<file path="src/rtl/alu_pkg.sv">
// Shared ALU definitions: opcodes, golden-result function, BIST patterns,
// LFSR polynomials and the BIST FSM state type.
package alu_pkg;

   localparam logic [1:0] ALU_OP_AND = 2'b00;
   localparam logic [1:0] ALU_OP_NOT = 2'b01;
   localparam logic [1:0] ALU_OP_XOR = 2'b10;
   localparam logic [1:0] ALU_OP_OR  = 2'b11;

   localparam logic [7:0] BIST_A_PAT = 8'hCC;
   localparam logic [7:0] BIST_B_PAT = 8'hAA;

   // Right-shifting Galois LFSR polynomials, indexed by the ALU operand width.
   localparam logic [31:0] LFSR_POLY_W8  = 32'h0000_B400;
   localparam logic [31:0] LFSR_POLY_W16 = 32'h8020_0003;

   typedef enum logic [1:0] {
      BIST_IDLE = 2'd0,
      BIST_RUN  = 2'd1,
      BIST_DONE = 2'd2
   } bist_state_e;

   // Golden ALU result at the widest supported width; callers mask to their width.
   function automatic logic [15:0] alu_golden(input logic [15:0] a,
                                              input logic [15:0] b,
                                              input logic [1:0]  op);
      logic [15:0] y;
      case (op)
         ALU_OP_AND: y = a & b;
         ALU_OP_NOT: y = ~a;
         ALU_OP_XOR: y = a ^ b;
         default:    y = a | b;
      endcase
      return y;
   endfunction

   function automatic logic [31:0] lfsr_poly(input int unsigned width);
      return (width == 16) ? LFSR_POLY_W16 : LFSR_POLY_W8;
   endfunction

endpackage

</file>
<file path="src/rtl/alu_bist_if.sv">
// ALU operand/result bus between the BIST engine (master) and the ALU (slave).
// The ALU answers combinationally on y within the same clock period.
interface alu_bist_if #(
   parameter int unsigned WIDTH = 8
);
   logic [WIDTH-1:0] a;
   logic [WIDTH-1:0] b;
   logic [1:0]       op;
   logic [WIDTH-1:0] y;

   modport master (output a, output b, output op, input y);
   modport slave  (input a, input b, input op, output y);
endinterface

</file>
<file path="src/rtl/alu_bist_lfsr.sv">
// Galois LFSR used by the BIST random phase; load has priority over step.
// A zero seed is replaced by 1 so the register can never lock up.
module alu_bist_lfsr #(
   parameter int unsigned   W    = 16,
   parameter logic [W-1:0]  POLY = '0,
   parameter logic [W-1:0]  SEED = '1
) (
   input  logic         clk,
   input  logic         rst,
   input  logic         load_i,
   input  logic         step_i,
   output logic [W-1:0] state_o
);

   localparam logic [W-1:0] SEED_NZ = (SEED == '0) ? {{(W-1){1'b0}}, 1'b1} : SEED;

   logic [W-1:0] lfsr_q;
   logic [W-1:0] lfsr_d;

   always_comb begin
      lfsr_d = lfsr_q;
      if (load_i) begin
         lfsr_d = SEED_NZ;
      end else if (step_i) begin
         lfsr_d = lfsr_q[0] ? ((lfsr_q >> 1) ^ POLY) : (lfsr_q >> 1);
      end
   end

   always_ff @(posedge clk or posedge rst) begin
      if (rst) begin
         lfsr_q <= SEED_NZ;
      end else begin
         lfsr_q <= lfsr_d;
      end
   end

   assign state_o = lfsr_q;

endmodule

</file>
<file path="src/rtl/alu_bist.sv">
// alu_bist: self-test engine that drives vectors into the ALU and checks Y.
// Defining ALU_BIST_LFSR_EN adds NUM_VECTORS pseudo-random vectors after the 4 directed ones.
module alu_bist
   import alu_pkg::*;
#(
   parameter int unsigned        WIDTH       = 8,
   parameter int unsigned        NUM_VECTORS = 256,
   parameter logic [2*WIDTH-1:0] SEED        = 16'hACE1,
   parameter int unsigned        ERR_W       = 16
) (
   input  logic              clk,
   input  logic              rst,
   // start is a level request sampled only in IDLE/DONE; there is no ready,
   // so a start seen while busy is simply dropped.
   input  logic              start,
   output logic              busy,
   output logic              done,
   output logic              pass,
   alu_bist_if.master        alu,
   output logic [ERR_W-1:0]  err_cnt,
   output logic              fail_valid,
   output logic [1:0]        fail_op,
   output logic [WIDTH-1:0]  fail_y,
   output bist_state_e       dbg_state
);

   if (!(WIDTH == 8 || WIDTH == 16) || NUM_VECTORS < 1 || ERR_W < 1 ||
       $bits(SEED) != 2 * WIDTH) begin : g_bad_param
      $error("alu_bist: unsupported parameter set");
   end

`ifdef ALU_BIST_LFSR_EN
   localparam int unsigned RUN_LEN = 4 + NUM_VECTORS;
`else
   localparam int unsigned RUN_LEN = 4;
`endif
   localparam int unsigned        IDX_W    = $clog2(RUN_LEN);
   localparam logic [IDX_W-1:0]   LAST_IDX = IDX_W'(RUN_LEN - 1);
   localparam logic [WIDTH-1:0]   DIR_A    = {(WIDTH/8){BIST_A_PAT}};
   localparam logic [WIDTH-1:0]   DIR_B    = {(WIDTH/8){BIST_B_PAT}};
   localparam logic [15:0]        CMP_MASK = 16'((32'd1 << WIDTH) - 32'd1);

   bist_state_e        state_q, state_d;
   logic [IDX_W-1:0]   idx_q, idx_d;
   logic [WIDTH-1:0]   a_q, a_d;
   logic [WIDTH-1:0]   b_q, b_d;
   logic [1:0]         op_q, op_d;
   logic [ERR_W-1:0]   err_q, err_d;
   logic               fail_valid_q, fail_valid_d;
   logic [1:0]         fail_op_q, fail_op_d;
   logic [WIDTH-1:0]   fail_y_q, fail_y_d;
   logic               done_q, done_d;

   logic [15:0]        a_ext, b_ext, y_ext, gold_ext;
   logic               mismatch;

`ifdef ALU_BIST_LFSR_EN
   localparam logic [31:0] POLY_FULL = lfsr_poly(WIDTH);

   logic               lfsr_load;
   logic               lfsr_step;
   logic [2*WIDTH-1:0] lfsr_state;

   alu_bist_lfsr #(
      .W    (2 * WIDTH),
      .POLY (POLY_FULL[2*WIDTH-1:0]),
      .SEED (SEED)
   ) u_lfsr (
      .clk     (clk),
      .rst     (rst),
      .load_i  (lfsr_load),
      .step_i  (lfsr_step),
      .state_o (lfsr_state)
   );
`endif

   // Golden is evaluated on the vector currently driven, so the compare at each
   // RUN edge checks the result the ALU settled on during the previous cycle.
   always_comb begin
      a_ext = '0;
      b_ext = '0;
      y_ext = '0;
      a_ext[WIDTH-1:0] = a_q;
      b_ext[WIDTH-1:0] = b_q;
      y_ext[WIDTH-1:0] = alu.y;
      gold_ext = alu_golden(a_ext, b_ext, op_q);
      mismatch = ((gold_ext ^ y_ext) & CMP_MASK) != '0;
   end

   always_comb begin
      state_d      = state_q;
      idx_d        = idx_q;
      a_d          = a_q;
      b_d          = b_q;
      op_d         = op_q;
      err_d        = err_q;
      fail_valid_d = fail_valid_q;
      fail_op_d    = fail_op_q;
      fail_y_d     = fail_y_q;
      done_d       = done_q;
`ifdef ALU_BIST_LFSR_EN
      lfsr_load    = 1'b0;
      lfsr_step    = 1'b0;
`endif
      case (state_q)
         BIST_IDLE, BIST_DONE: begin
            if (start) begin
               state_d      = BIST_RUN;
               idx_d        = '0;
               a_d          = DIR_A;
               b_d          = DIR_B;
               op_d         = ALU_OP_AND;
               err_d        = '0;
               fail_valid_d = 1'b0;
               fail_op_d    = '0;
               fail_y_d     = '0;
               done_d       = 1'b0;
`ifdef ALU_BIST_LFSR_EN
               lfsr_load    = 1'b1;
`endif
            end
         end
         BIST_RUN: begin
            if (mismatch) begin
               if (err_q != '1) begin
                  err_d = err_q + 1'b1;
               end
               if (!fail_valid_q) begin
                  fail_valid_d = 1'b1;
                  fail_op_d    = op_q;
                  fail_y_d     = alu.y;
               end
            end
            if (idx_q == LAST_IDX) begin
               state_d = BIST_DONE;
               done_d  = 1'b1;
            end else begin
               idx_d = idx_q + 1'b1;
               op_d  = idx_d[1:0];
`ifdef ALU_BIST_LFSR_EN
               // Past the directed vectors: take A/B from the LFSR, then advance it.
               if (idx_d[IDX_W-1:2] != '0) begin
                  a_d       = lfsr_state[2*WIDTH-1:WIDTH];
                  b_d       = lfsr_state[WIDTH-1:0];
                  lfsr_step = 1'b1;
               end
`endif
            end
         end
         default: state_d = BIST_IDLE;
      endcase
   end

   always_ff @(posedge clk or posedge rst) begin
      if (rst) begin
         state_q      <= BIST_IDLE;
         idx_q        <= '0;
         a_q          <= '0;
         b_q          <= '0;
         op_q         <= '0;
         err_q        <= '0;
         fail_valid_q <= 1'b0;
         fail_op_q    <= '0;
         fail_y_q     <= '0;
         done_q       <= 1'b0;
      end else begin
         state_q      <= state_d;
         idx_q        <= idx_d;
         a_q          <= a_d;
         b_q          <= b_d;
         op_q         <= op_d;
         err_q        <= err_d;
         fail_valid_q <= fail_valid_d;
         fail_op_q    <= fail_op_d;
         fail_y_q     <= fail_y_d;
         done_q       <= done_d;
      end
   end

   assign busy       = (state_q == BIST_RUN);
   assign done       = done_q;
   assign pass       = done_q && (err_q == '0);
   assign alu.a      = a_q;
   assign alu.b      = b_q;
   assign alu.op     = op_q;
   assign err_cnt    = err_q;
   assign fail_valid = fail_valid_q;
   assign fail_op    = fail_op_q;
   assign fail_y     = fail_y_q;
   assign dbg_state  = state_q;

endmodule

</file>
<file path="src/flat_wrapper.sv">
// flat-port wrapper written by rule: the top's interface ports become plain ports
module alu_bist_flat import alu_pkg::*;
#(
   parameter int unsigned        WIDTH       = 8,
   parameter int unsigned        NUM_VECTORS = 256,
   parameter logic [2*WIDTH-1:0] SEED        = 16'hACE1,
   parameter int unsigned        ERR_W       = 16
)
  (clk, rst, start, busy, done, pass, err_cnt, fail_valid, fail_op, fail_y, dbg_state, alu_a, alu_b, alu_op, alu_y);
  alu_bist_if #(.WIDTH(WIDTH)) alu_i ();
  input  logic clk;
  input  logic rst;
  input  logic start;
  output logic busy;
  output logic done;
  output logic pass;
  output logic [ERR_W-1:0] err_cnt;
  output logic fail_valid;
  output logic [1:0] fail_op;
  output logic [WIDTH-1:0] fail_y;
  output bist_state_e dbg_state;
  output wire logic [$bits(alu_i.a)-1:0] alu_a;
  output wire logic [$bits(alu_i.b)-1:0] alu_b;
  output wire logic [$bits(alu_i.op)-1:0] alu_op;
  input wire logic [$bits(alu_i.y)-1:0] alu_y;
  assign alu_a = alu_i.a;
  assign alu_b = alu_i.b;
  assign alu_op = alu_i.op;
  assign alu_i.y = alu_y;
  alu_bist #(.WIDTH(WIDTH), .NUM_VECTORS(NUM_VECTORS), .SEED(SEED), .ERR_W(ERR_W)) u_core (.clk(clk), .rst(rst), .start(start), .busy(busy), .done(done), .pass(pass), .alu(alu_i), .err_cnt(err_cnt), .fail_valid(fail_valid), .fail_op(fail_op), .fail_y(fail_y), .dbg_state(dbg_state));
endmodule
</file>
<file path="config.mk">
export PLATFORM = sky130hd
export DESIGN_NAME = alu_bist_flat
export DESIGN_NICKNAME = d
export VERILOG_FILES = /design/src/rtl/alu_pkg.sv /design/src/rtl/alu_bist_if.sv /design/src/rtl/alu_bist_lfsr.sv /design/src/rtl/alu_bist.sv /design/src/flat_wrapper.sv
export SDC_FILE = /design/constraint.sdc
export NUM_CORES = 1
export LEC_CHECK = 0
export CAP_MARGIN = 20
export CORE_MARGIN = 4
export CORE_UTILIZATION = 29
export CTS_CLUSTER_DIAMETER = 30
export DETAILED_ROUTE_END_ITERATION = 16
export GPL_TIMING_DRIVEN = 0
export PLACE_DENSITY = 0.57
export SYNTH_ARGS = -nofsm -noshare
export SYNTH_HDL_FRONTEND = slang
export SYNTH_SLANG_ARGS = --single-unit
</file>
<file path="constraint.sdc">
create_clock -name clk -period 3.9 [get_ports clk]
set_input_delay 0.39 -clock clk [delete_from_list [all_inputs] [get_ports clk]]
set_output_delay 0.39 -clock clk [all_outputs]
set_load 0.02 [all_outputs]
</file>
==> results.json <==
{
  "cts.repair.resized": 0,
  "area_growth_pct": 36.9,
  "status": "completed",
  "grt_max_degree": 22,
  "syn_inst": 227,
  "dieArea_um2": 8730,
  "hold_slack_ns": 0.485,
  "grt_overflow": 0,
  "die_y_um": 93.4,
  "pin_count": 61,
  "dp_hpwl_um": 4190,
  "critPathCaptureType": "primary output",
  "clock_skew_ns": 0.00365,
  "p_leak_nw": 1.29,
  "clk_pin_slew_ns": 0.07,
  "power.density_nw_per_um2": 572,
  "gp_congestion": 0.872,
  "yosys_warnings": 0,
  "route.detailed.drc": 0,
  "synth_area_um2": 2120,
  "synth_ff_type": "dfrtp_1",
  "fin_crit_sh_pct": 68.7,
  "min_period_ns": 2.68,
  "vias": 1940,
  "fmax_ghz": 0.373,
  "clock-sinks": 33,
  "post-place-ws_ns": 1.10,
  "clock_latency_ns": 0.28,
  "synth-edff-count": 0,
  "fin_nets": 312,
  "tightest_slew_ns": 0.620,
  "cp.required_ns": 3.51,
  "syn_avg_cell_area_um2": 9.33,
  "cp-start-kind": "flip-flop",
  "finalPower_mw": 1.66,
  "worst_ep_arrival_time_ns": 2.29,
  "fill_cells": 706,
  "max_slew_margin_pct": 58.6,
  "drtAntennaViolNets": 0,
  "grt_setup_unrepaired": "no",
  "num_rows": 30,
  "antenna_cells": 0,
  "synth_largest_area_cell": "dfrtp_1",
  "worstPathMaxFanout": 10,
  "wl_per_cell_um": 14.6,
  "setup_tns_ns": 0,
  "cts_tree": "built",
  "postCtsSetupBuffers": 0,
  "async_reset_ff_share_pct": 100,
  "via_per_inst": 4.97,
  "finalMaxSlewViolations": 0,
  "multiInputGateArea_um2": 1120,
  "ys_top_cells_by_area": "dfrtp_1 (39%), buf_4 (5.3%), ha_1 (4.1%)",
  "final_common_cell": "clkdlybuf4s50_1",
  "finalWorstSetupSlack_ns": 1.22,
  "core_area_um2": 6940,
  "chipWidth_um": 93.4,
  "antenna_found_initial": 0,
  "r2r-start": "u_core.alu.op[0]",
  "report.final.setup_viol": 0,
  "synth-seq-cells": 33,
  "holdBufCountCts": 0,
  "firstDrtPassIters": 4,
  "ctsHtreeMaxLevel": 2,
  "hold_path_class": "in2async",
  "r2r_end": "u_core.fail_op[1]",
  "r2r_slack_ns": 1.31,
  "synth_seq_area_share_pct": 39.0,
  "drtIter0Drc": 102,
  "regArea_um2": 826,
  "final_layout_size_suffix_gt1_share_pct": 15.6,
  "drt_wl_total_um": 5690,
  "r2r_cells": 8,
  "maxCapViolCount": 0,
  "cts-root-buf": "clkbuf_8",
  "numCtsBuffers": 5,
  "synth_top_area_share_pct": 39.0,
  "start_util_pct": 30.5,
  "irDropWorstVdd_uv": 157,
  "worstSetupPathType": "reg2out",
  "clock_path_buffers": 2,
  "place.port_buffers": 52,
  "final_cell_mix": "clkdlybuf4s50_1 (52), dfrtp_1 (33), nand2_1 (20), nor2_1 (15), buf_4 (15)",
  "grt_pass1_vias": 1915,
  "grt.total_usage_pct": 14.2,
  "hold_viol": 0,
  "grt_pass1_wl_um": 9750,
  "ys_types": 49
}
-- worst max-delay path, cell delays in order, from the launching register on --
cell,delay [ns]
dfrtp_1,0.39
nand2b_1,0.18
buf_2,0.21
inv_1,0.16
clkbuf_1,0.38
clkdlybuf4s50_1,0.70
-- power by group --
part           switching [mW]  total [mW]  internal [mW]  leakage [nW]
Clock                   0.122       0.262          0.140        0.0443
Combinational           0.488       0.861          0.373         0.820
Sequential              0.102       0.536          0.434         0.428
Total                   0.712        1.66          0.947          1.29
-- registers in the layout (all words and copies together) (netlist names) --
register	cells
u_core.err_cnt	16
u_core.fail_y	8
u_core.alu.op	2
u_core.dbg_state	2
u_core.fail_op	2
u_core.alu.a	1
u_core.done	1
u_core.fail_valid	1
-- layer usage --
layer  global-route usage (%)  vias up  routed length, um
met5                        0        -                  0
met4                     4.15        0                 53
met3                     4.42        4                313
met2                     22.9       55               2680
met1                     18.2      925               2650
li1                         -      956                  -
-- cell usage after synthesis, types with 3 or more instances --
cell and number:
nand2b_1 6, a22o_2 8, nand4_1 8, a31o_2 3
o211ai_1 3, dfrtp_1 33, mux2i_1 7, and4_1 3
and3_1 6, o21ai_0 8, a21oi_1 7, clkbuf_1 5
ha_1 7, inv_1 8, a22o_1 3, nand2_1 20
nand3_1 7, a31oi_1 3, nor3_1 10, nor2_1 15
buf_4 15, nor4b_1 4, nor4_1 4, a41o_1 3
-- worst max path at each step --
stage                                    from                 to  slack [ns]  depth (start not counted)
after floorplan              u_core.alu.op[0]  u_core.fail_op[0]        1.55                          9
after global placement               alu_y[6]  u_core.fail_op[1]        1.12                          7
after detailed placement             alu_y[6]  u_core.fail_op[1]        1.10                          7
after CTS                 u_core.dbg_state[1]               busy        1.18                          5
after global routing         u_core.alu.op[0]  u_core.fail_op[1]        1.01                          8
final                     u_core.dbg_state[1]               busy        1.22                          5
-- stage by stage --
stage / cell area [um^2] / std cells / utilization, %
3_5_place_dp: 2810 / 383 / 40.5
5_1_grt: 2900 / 390 / 41.7
4_1_cts: 2900 / 390 / 41.7
3_3_place_gp: 2780 / 382 / 40.1
6_report: 2900 / 390 / 41.7
2_1_floorplan: 2140 / 234 / -
-- area by class of cell --
class                      count  area share, %
buffer                        24           5.66
clock buffer                   7           2.98
sequential                    33           28.5
inverter                       8           1.04
timing repair buffer          53           18.9
multi-input combinational    169           38.8
tap                           96           4.15
-- cell families (layout without fill, tap and decap cells) --
group,after synthesis,count (layout),share of synthesized area (%)
flops,33,33,39.0
compound gates,49,49,18.4
mux,7,7,3.31
simple gates,98,98,25.8
buf+inv,32,92,9.16
other cells,1,8,0.177
fa+ha+maj,7,7,4.14
(Power assumes the default switching activity.)
